### src/rtl/arbitro_pkg.sv
// Shared types and defaults for the register-file write-port controller.
package arbitro_pkg;

  typedef enum logic {INIT = 1'b0, RUN = 1'b1} estadoT;

  localparam int unsigned NUM_REGS    = 32;
  localparam logic [4:0]  REG_ZERO    = 5'd0;

  localparam int unsigned DEF_NUM_REQ = 3;
  localparam int unsigned DEF_DATA_W  = 32;
  localparam int unsigned DEF_ADDR_W  = 5;
  localparam int unsigned DEF_CNT_W   = 16;

endpackage

### src/rtl/arbitro_round_robin.sv
// Combinational round-robin picker: first valid index at or after rrPtr, cyclically.
module arbitro_round_robin #(
  parameter int unsigned NUM_REQ = 3,
  parameter int unsigned IDX_W   = (NUM_REQ > 1) ? $clog2(NUM_REQ) : 1
) (
  input  logic [NUM_REQ-1:0] valid,
  input  logic [IDX_W-1:0]   rrPtr,
  output logic [NUM_REQ-1:0] grant,
  output logic [IDX_W-1:0]   grantIdx,
  output logic               anyValid
);

  logic [IDX_W-1:0] cand;

  always_comb begin
    grant    = '0;
    grantIdx = '0;
    anyValid = 1'b0;
    cand     = '0;
    for (int k = 0; k < int'(NUM_REQ); k++) begin
      cand = IDX_W'((int'(rrPtr) + k) % int'(NUM_REQ));
      if (!anyValid && valid[cand]) begin
        anyValid    = 1'b1;
        grant[cand] = 1'b1;
        grantIdx    = cand;
      end
    end
  end

endmodule

### src/rtl/arbitro_escrita_banco.sv
// Register-file write-port controller: clears all registers after reset,
// then shares the single write port among requesters round-robin.
module arbitro_escrita_banco
  import arbitro_pkg::*;
#(
  parameter int unsigned NUM_REQ = DEF_NUM_REQ,
  parameter int unsigned DATA_W  = DEF_DATA_W,
  parameter int unsigned ADDR_W  = DEF_ADDR_W,
  parameter int unsigned CNT_W   = DEF_CNT_W
) (
  input  logic                      clock,
  input  logic                      reset,
  input  logic [NUM_REQ-1:0]        req_valid,
  input  logic [NUM_REQ*ADDR_W-1:0] req_rd,
  input  logic [NUM_REQ*DATA_W-1:0] req_dado,
  output logic [NUM_REQ-1:0]        req_ready,
  output logic                      regWrite,
  output logic [ADDR_W-1:0]         RD,
  output logic [DATA_W-1:0]         dadosEscrita,
  output logic                      init_done,
  output logic [CNT_W-1:0]          conflitos
);

  localparam int unsigned IDX_W = (NUM_REQ > 1) ? $clog2(NUM_REQ) : 1;

  estadoT            estado, proxEstado;
  logic [ADDR_W-1:0] contInit;
  logic [IDX_W-1:0]  rrPtr;
  logic [NUM_REQ-1:0] concessao;
  logic [IDX_W-1:0]  idxConcessao;
  logic              algumValido;
  logic              transferencia;
  logic              ultimoInit;
  logic              conflito;
  logic [ADDR_W-1:0] rdSlot   [NUM_REQ];
  logic [DATA_W-1:0] dadoSlot [NUM_REQ];
  logic [ADDR_W-1:0] rdSel;
  logic [DATA_W-1:0] dadoSel;

  for (genvar i = 0; i < int'(NUM_REQ); i++) begin : gSlots
    assign rdSlot[i]   = req_rd[i*ADDR_W +: ADDR_W];
    assign dadoSlot[i] = req_dado[i*DATA_W +: DATA_W];
  end

  assign rdSel      = rdSlot[idxConcessao];
  assign dadoSel    = dadoSlot[idxConcessao];
  assign ultimoInit = (contInit == ADDR_W'(NUM_REGS - 1));
  // Two or more requests pending at once.
  assign conflito   = |(req_valid & (req_valid - NUM_REQ'(1)));

  arbitro_round_robin #(
    .NUM_REQ (NUM_REQ),
    .IDX_W   (IDX_W)
  ) uRoundRobin (
    .valid    (req_valid),
    .rrPtr    (rrPtr),
    .grant    (concessao),
    .grantIdx (idxConcessao),
    .anyValid (algumValido)
  );

  always_ff @(posedge clock) begin
    if (reset) estado <= INIT;
    else       estado <= proxEstado;
  end

  always_comb begin
    proxEstado    = estado;
    req_ready     = '0;
    transferencia = 1'b0;
    unique case (estado)
      INIT: if (ultimoInit) proxEstado = RUN;
      RUN: begin
        req_ready     = concessao;
        transferencia = algumValido;
      end
    endcase
  end

  // Write-port registers, clear sweep counter, arbitration pointer and statistics.
  always_ff @(posedge clock) begin
    if (reset) begin
      contInit     <= '0;
      rrPtr        <= '0;
      regWrite     <= 1'b0;
      RD           <= '0;
      dadosEscrita <= '0;
      init_done    <= 1'b0;
      conflitos    <= '0;
    end else begin
      unique case (estado)
        INIT: begin
          regWrite     <= 1'b1;
          RD           <= contInit;
          dadosEscrita <= '0;
          contInit     <= contInit + ADDR_W'(1);
          if (ultimoInit) init_done <= 1'b1;
        end
        RUN: begin
          if (conflito && (conflitos != '1)) conflitos <= conflitos + CNT_W'(1);
          if (transferencia) begin
            // Writes to $zero are accepted but never reach the register file.
            regWrite     <= (rdSel != ADDR_W'(REG_ZERO));
            RD           <= rdSel;
            dadosEscrita <= dadoSel;
            rrPtr        <= (idxConcessao == IDX_W'(NUM_REQ - 1)) ? '0
                                                                  : idxConcessao + IDX_W'(1);
          end else begin
            regWrite <= 1'b0;
          end
        end
      endcase
    end
  end

endmodule

### config.mk
export PLATFORM = sky130hd
export DESIGN_NAME = arbitro_escrita_banco
export DESIGN_NICKNAME = d
export VERILOG_FILES = /design/src/rtl/arbitro_pkg.sv /design/src/rtl/arbitro_round_robin.sv /design/src/rtl/arbitro_escrita_banco.sv
export SDC_FILE = /design/constraint.sdc
export NUM_CORES = 1
export LEC_CHECK = 0
export CORE_ASPECT_RATIO = 1.2
export CORE_MARGIN = 2
export CORE_UTILIZATION = 42
export DETAILED_ROUTE_END_ITERATION = 8
export GPL_ROUTABILITY_DRIVEN = 0
export PLACE_DENSITY = 0.89
export SYNTH_ARGS = -nofsm -noshare
export SYNTH_HDL_FRONTEND = slang
export SYNTH_SLANG_ARGS = --single-unit
### constraint.sdc
create_clock -name clock -period 2.9 [get_ports clock]
set_clock_uncertainty 0.15 [all_clocks]
set_input_delay 0.87 -clock clock [delete_from_list [all_inputs] [get_ports clock]]
set_output_delay 0.87 -clock clock [all_outputs]
set_load 0.1 [all_outputs]
After elaboration in Yosys (flattened, before gate mapping)
Index checks and enable logic that the tools add are counted.

Latch bits: 0. Input port bits: 116. Memories: 0. Word-level logic and storage cells: 84. Memory bits (writable): 0. Flip-flop bits (word level): 63. Output and inout bits: 58. ROM bits: 0.

Eq/ne operators: 4. $mul: 0. Order comparisons: 7. Reduce and logical (&&, ||, !) cells: 13. Bitwise gates (word level): 5. $add $sub $neg: 6. Muxes and demuxes: 38. Divide/modulo/power cells: 3. Shift-type cells: 0.

Operators with widths (number): $mux 32 (3); $bmux 32 s2 (1); $mod 32x3->32 const B (2); $pmux 32 s2 (1); $mod 3x3->32 const B (1); $add 16x1->16 const B (1); $ne 16x16->1 const B (1); $mux 5 (3); $mux 1 (13); $mux 3 (4); $bmux 5 s2 (1); $pmux 5 s2 (1); $lt 2x3->1 const B (3); $mux 2 (4); $bmux 1 s2 (3); $demux 1 s2 (3); $ge 2x1->1 const B (3); $logic_and 1x1->1 (6); $or 3x3->3 (2); $reduce_and 2->1 (3); $add 5x1->5 const B (1); $eq 5x5->1 const B (1); $reduce_bool 5->1 (1); $add 2x1->3 const B (1); other kinds (12) (13).

Depth between registers and ports, before layout
Word-level depth: 17. Gate-level depth with buffers: 12. Gate-level depth less buffers: 9.

Modules after synthesis
Synthesis repeated with hierarchy kept, for this count alone.

Cells, all modules: 458. Area, all modules: 3752.3 um2.

Modules (own cells, without submodules): arbitro_escrita_banco (instances 1, sequential area each 1261.2 um2, cells an instance 405, area an instance 3404.5 um2); arbitro_round_robin (instances 1, sequential area each 0.0 um2, cells an instance 53, area an instance 347.8 um2).

Worst setup path after synthesis
Ideal clock, no wire load.

Path kind: flip-flop to output port. Start point: reg rrPtr[0]. End point: out req_ready[0]. Stages on the path, launching flop included: 9. Data required time: 1.880 ns. Path buffers: 1. Arrival: 3.481 ns. Path slack: -1.601 ns. Path through: dfxtp_1 -> inv_1 -> ha_1 -> buf_4 -> mux2i_1 -> o21ai_2 -> nor2b_1 -> a221oi_1 -> nor3_1.

Cells in the longest elaborated chain, start to end: 11. Elaborated cells between the ends (all ways): 38. Those cells by class: add/sub (2); div (3); order compare (6); mux (18); bitwise (2); reduce/logical (7).

Ends and longest elaborated chain: from (decl) (RTL line arbitro_escrita_banco.sv:28) `logic [IDX_W-1:0] rrPtr;`; from (signal assigned) (RTL line arbitro_escrita_banco.sv:106) `rrPtr <= (idxConcessao == IDX_W'(NUM_REQ - 1)) ? '0`; $add 2x1->3 or $mod 3x3->32 (tied branches) (RTL line arbitro_round_robin.sv:21) `cand = IDX_W'((int'(rrPtr) + k) % int'(NUM_REQ));`; $mod 32x3->32 (tied with other cells) (RTL line arbitro_round_robin.sv:21); $lt 2x3->1 (not written as such) (tied with other cells) (RTL line arbitro_round_robin.sv:24) `grant[cand] = 1'b1;`; $logic_and 1x1->1 (not written as such) (tied with other cells) (RTL line arbitro_round_robin.sv:24); $mux 1 (not written as such) (tied with other cells) (RTL line arbitro_round_robin.sv:24); $demux 1 s2 (tied with other cells); $or 3x3->3 (no line) or $mux 1 (tied branches); $mux 3 or $logic_not 1->1 (tied branches) (RTL line arbitro_round_robin.sv:22) `if (!anyValid && valid[cand]) begin`; $or 3x3->3 (no line) or $logic_and 1x1->1 (tied branches); $mux 3 * (RTL line arbitro_round_robin.sv:22); $mux 3 * (RTL line arbitro_escrita_banco.sv:71) `unique case (estado)`; to (decl) (RTL line arbitro_escrita_banco.sv:16) `output logic [NUM_REQ-1:0] req_ready,`.

Mark *: on every way between the ends. The rest lies on a longest branch, timed or not. The select of a mux whose other input is x is not followed.

Final worst setup path
Start point: in req_valid[0]. End point: out req_ready[0].

Cells in the longest elaborated chain, start to end: 10. Elaborated cells between the ends (all ways): 18. Those cells by class: mux (12); bitwise (2); reduce/logical (4).

Ends and longest elaborated chain: from (decl) (RTL line arbitro_escrita_banco.sv:13) `input logic [NUM_REQ-1:0] req_valid,`; $bmux 1 s2 (RTL line arbitro_round_robin.sv:22); $mux 1 (not written as such) (RTL line arbitro_round_robin.sv:22); $mux 1 (RTL line arbitro_round_robin.sv:22); $logic_not 1->1 (RTL line arbitro_round_robin.sv:22); $logic_and 1x1->1 (RTL line arbitro_round_robin.sv:22); $mux 1 (RTL line arbitro_round_robin.sv:22); $logic_not 1->1 (RTL line arbitro_round_robin.sv:22); $logic_and 1x1->1 (RTL line arbitro_round_robin.sv:22); $mux 3 * (RTL line arbitro_round_robin.sv:22); $mux 3 * (RTL line arbitro_escrita_banco.sv:71).

Marks and branches as above.

==> flow_summary_export.csv <==
group,metric,value,unit
synth,netlist_area,3680,sq um
floorplanning,fp-row-count,37,
cells_and_area,multi_input_area,2340,sq um
timing,max_freq,309,MHz
synth,synth_fp_nets,555,
clock_network,root_buffer,"clkbuf_8",
timing,setup_violations,3,
floorplanning,die_h,107,microns
synth,syn_avg_cell_area,8.51,sq um
timing,period_minus_slack,3.24,ns
global_routing,grt_max_degree,33,
cells_and_area,seq_area,1260,sq um
synth,synth_xor_area_share,3.81,%
global_routing,grt_antenna_before_repair,0,
floorplanning,die_x,89.4,microns
synth,synth_compound_area_share,20.4,%
timing,hold_slack,0.303,ns
routing,drt-total-wl,11600,microns
clock_network,clkTransAtPathRegs,0.07,ns
clock_network,cts_max_path_buffers,2,
synth,synth_edf_count,0,
cells_and_area,final_cell_count_no_fill,756,
floorplanning,io_pins,174,
routing,ant_nets,0,
synth,ys_ff_latch,63,
pwr,leakagePower,2.73,nW
synth,synth_area_leaders,"dfxtp_1 34%, mux2i_1 10%, a211o_1 7.9%",
min_path,hold_class,"register to register",
clock_network,clock-sinks,63,
synth,synth-simple-area-share,21.0,%
place,dp.cells,736,
timing,finalMaxSlewViolations,0,
global_routing,grt.total_usage,23.5,%
synth,yosys.area_share.adder,2.65,%
global_routing,grt.met1_usage,27.1,%
timing,hold_viol_final,0,
run_status,status,"complete, but fails checks",
cells_and_area,nNetsFinal,757,
synth,async_flop_share,0,%
critical_path,crit_type,"primary input to output pin",
critical_path,startpoint_type,"primary input",
cells_and_area,fillers,653,
floorplanning,dieArea,9520,sq um
synth,synthFlopType,"dfxtp_1",
cells_and_area,diodes,0,
routing,firstDrtPassIters,4,
pwr,peakVddDrop,0.000250,V
flow_run,cap_violations,0,
timing,setup_slack,-0.336,ns
floorplanning,coreArea,8560,sq um
floorplanning,start_util,42.9,%
critical_path,cp_data_required_time,1.88,ns
global_routing,grt_overflow,0,
clock_network,insertion_delay,0.35,ns
synth,yosysSeqAreaShare,34.3,%
critical_path,worst-path-max-fanout,5,
global_routing,grtUsageMet2,42.0,%
place,port_buffers,173,
synth,synth_top_area_cell,"dfxtp_1",
critical_path,cp.arrival,2.22,ns
timing,worst_pin_slew,0.467,ns
cells_and_area,syn2layout_area_growth,66.5,%
routing,wire_per_inst,15.3,microns
clock_network,htree_levels,3,
routing,vias_per_cell,5.24,
synth,synthMuxAreaShare,11.9,%
clock_network,cts_tree,"yes",
routing,via_count,3961,
cells_and_area,drive_gt1_share,25.0,%
place,dp_hpwl,8830,microns
timing,relSlewSlack,68.8,%
pwr,total_power,2.30,mW
timing,grt_setup_unrepaired,"yes",
routing,drc,0,
pwr,p_per_area,375,nW/um^2
clock_network,numCtsBuffers,9,
timing,finalSetupTns,-0.895,ns
synth,synth_top_family_by_area,"simple AND/OR/NAND/NOR gates",
synth,synthDistinctLibCells,45,
synth,synth_top_cell_area_share,34.3,%
routing,drt_iter0_markers,172,
global_routing,grt_use_met3,4.81,%
global_routing,grt_pass1_wl,17600,microns
global_routing,grt.busiest_layer,"met2",
timing,min_period_over_period,112,%
global_routing,grt_pass1_vias,3802,
critical_path,critPathCaptureType,"output pin",
run_status,violations,"setup timing",
place,post-place-ws,-0.678,ns
synth,ys_warn_count,0,
synth,synthCells,432,
==> path summary, 6_finish.rpt <==
path | from | endpoint | slack (ns) | depth (start not counted)
max reg2reg | rrPtr[0]$_SDFFE_PP0P_ | dadosEscrita[18]$_SDFFE_PP0P_ | 0.17 | 14
min | dadosEscrita[21]$_SDFFE_PP0P_ | dadosEscrita[21]$_SDFFE_PP0P_ | 0.30 | 2
min reg2reg | dadosEscrita[21]$_SDFFE_PP0P_ | dadosEscrita[21]$_SDFFE_PP0P_ | 0.30 | 2
max | req_valid[0] | req_ready[0] | -0.34 | 8
==> synthesized netlist by cell type (3+ instances only) <==
library cell	instances
nand4_1	4
nor3_1	7
mux2i_1	38
nand2b_1	5
nand2_1	52
a311oi_2	5
buf_6	6
a211o_1	33
nor2_1	72
ha_1	7
xnor2_1	10
nand3_1	5
nor2b_1	9
dfxtp_1	63
buf_2	3
clkbuf_1	15
a21oi_1	42
xor2_1	6
inv_1	5
buf_4	3
o211a_1	8
==> routing by layer <==
metal | vias up | wire length [microns]
li1 | 1924 | -
met1 | 1864 | 4450
met2 | 144 | 6080
met3 | 29 | 729
met4 | 0 | 303
met5 | - | 0
==> stage by stage <==
step           utilization [%]  cell area [sq um]
2_1_floorplan                -               3710
3_3_place_gp              66.9               5730
3_5_place_dp              66.9               5730
4_1_cts                   70.9               6070
5_1_grt                   71.5               6120
6_report                  71.5               6120
==> cell type report <==
class / count / area share (%)
timing repair buffer: 221 / 34.4
clock buffer: 9 / 2.02
tap: 117 / 2.39
multi-input combinational: 334 / 38.2
sequential: 63 / 20.6
clock inverter: 7 / 2.09
inverter: 5 / 0.307
==> power by group <==
part           switching [mW]  total, mW  internal, mW
logic                   0.170      0.440         0.270
registers             0.00581      0.877         0.871
clock network           0.394      0.978         0.584
total                   0.570       2.30          1.73
==> state kept, by name, indices dropped and copies added (netlist names) <==
signal	count
RD	5
conflitos	16
contInit	5
dadosEscrita	32
estado	1
init_done	1
regWrite	1
rrPtr	2
==> cell families after synthesis <==
logic type	after synthesis
and+or+nand+nor	169
AOI/OAI and AO/OA	100
DFF	63
muxes	41
buffers and inverters	35
xor gates and xnor gates	16
adders and majority gates	8
==> layout by cell type, fill, tap and decap left out, types with 9 or more instances in the layout <==
cell type and n:
a21oi_1 41, buf_12 12, nor2_1 68, clkdlybuf4s50_1 112, buf_4 93, nand2_1 52
dfxtp_1 61, xnor2_1 10, a211o_1 33, mux2i_1 36, clkbuf_8 9
==> timing repair <==
action,CTS,global route
endpoints found under the setup margin,42,9
buffers inserted,1,3
gates resized for setup,23,6
hold buffers,0,0
pin swaps,5,8
==> critical path, stage by stage <==
cell,delay (ns)
clkdlybuf4s15_2,0.23
mux2i_4,0.19
o21ai_4,0.11
buf_4,0.15
a221oi_2,0.27
buf_4,0.17
nor3_4,0.04
buf_12,0.18
(Power assumes the default switching activity.)
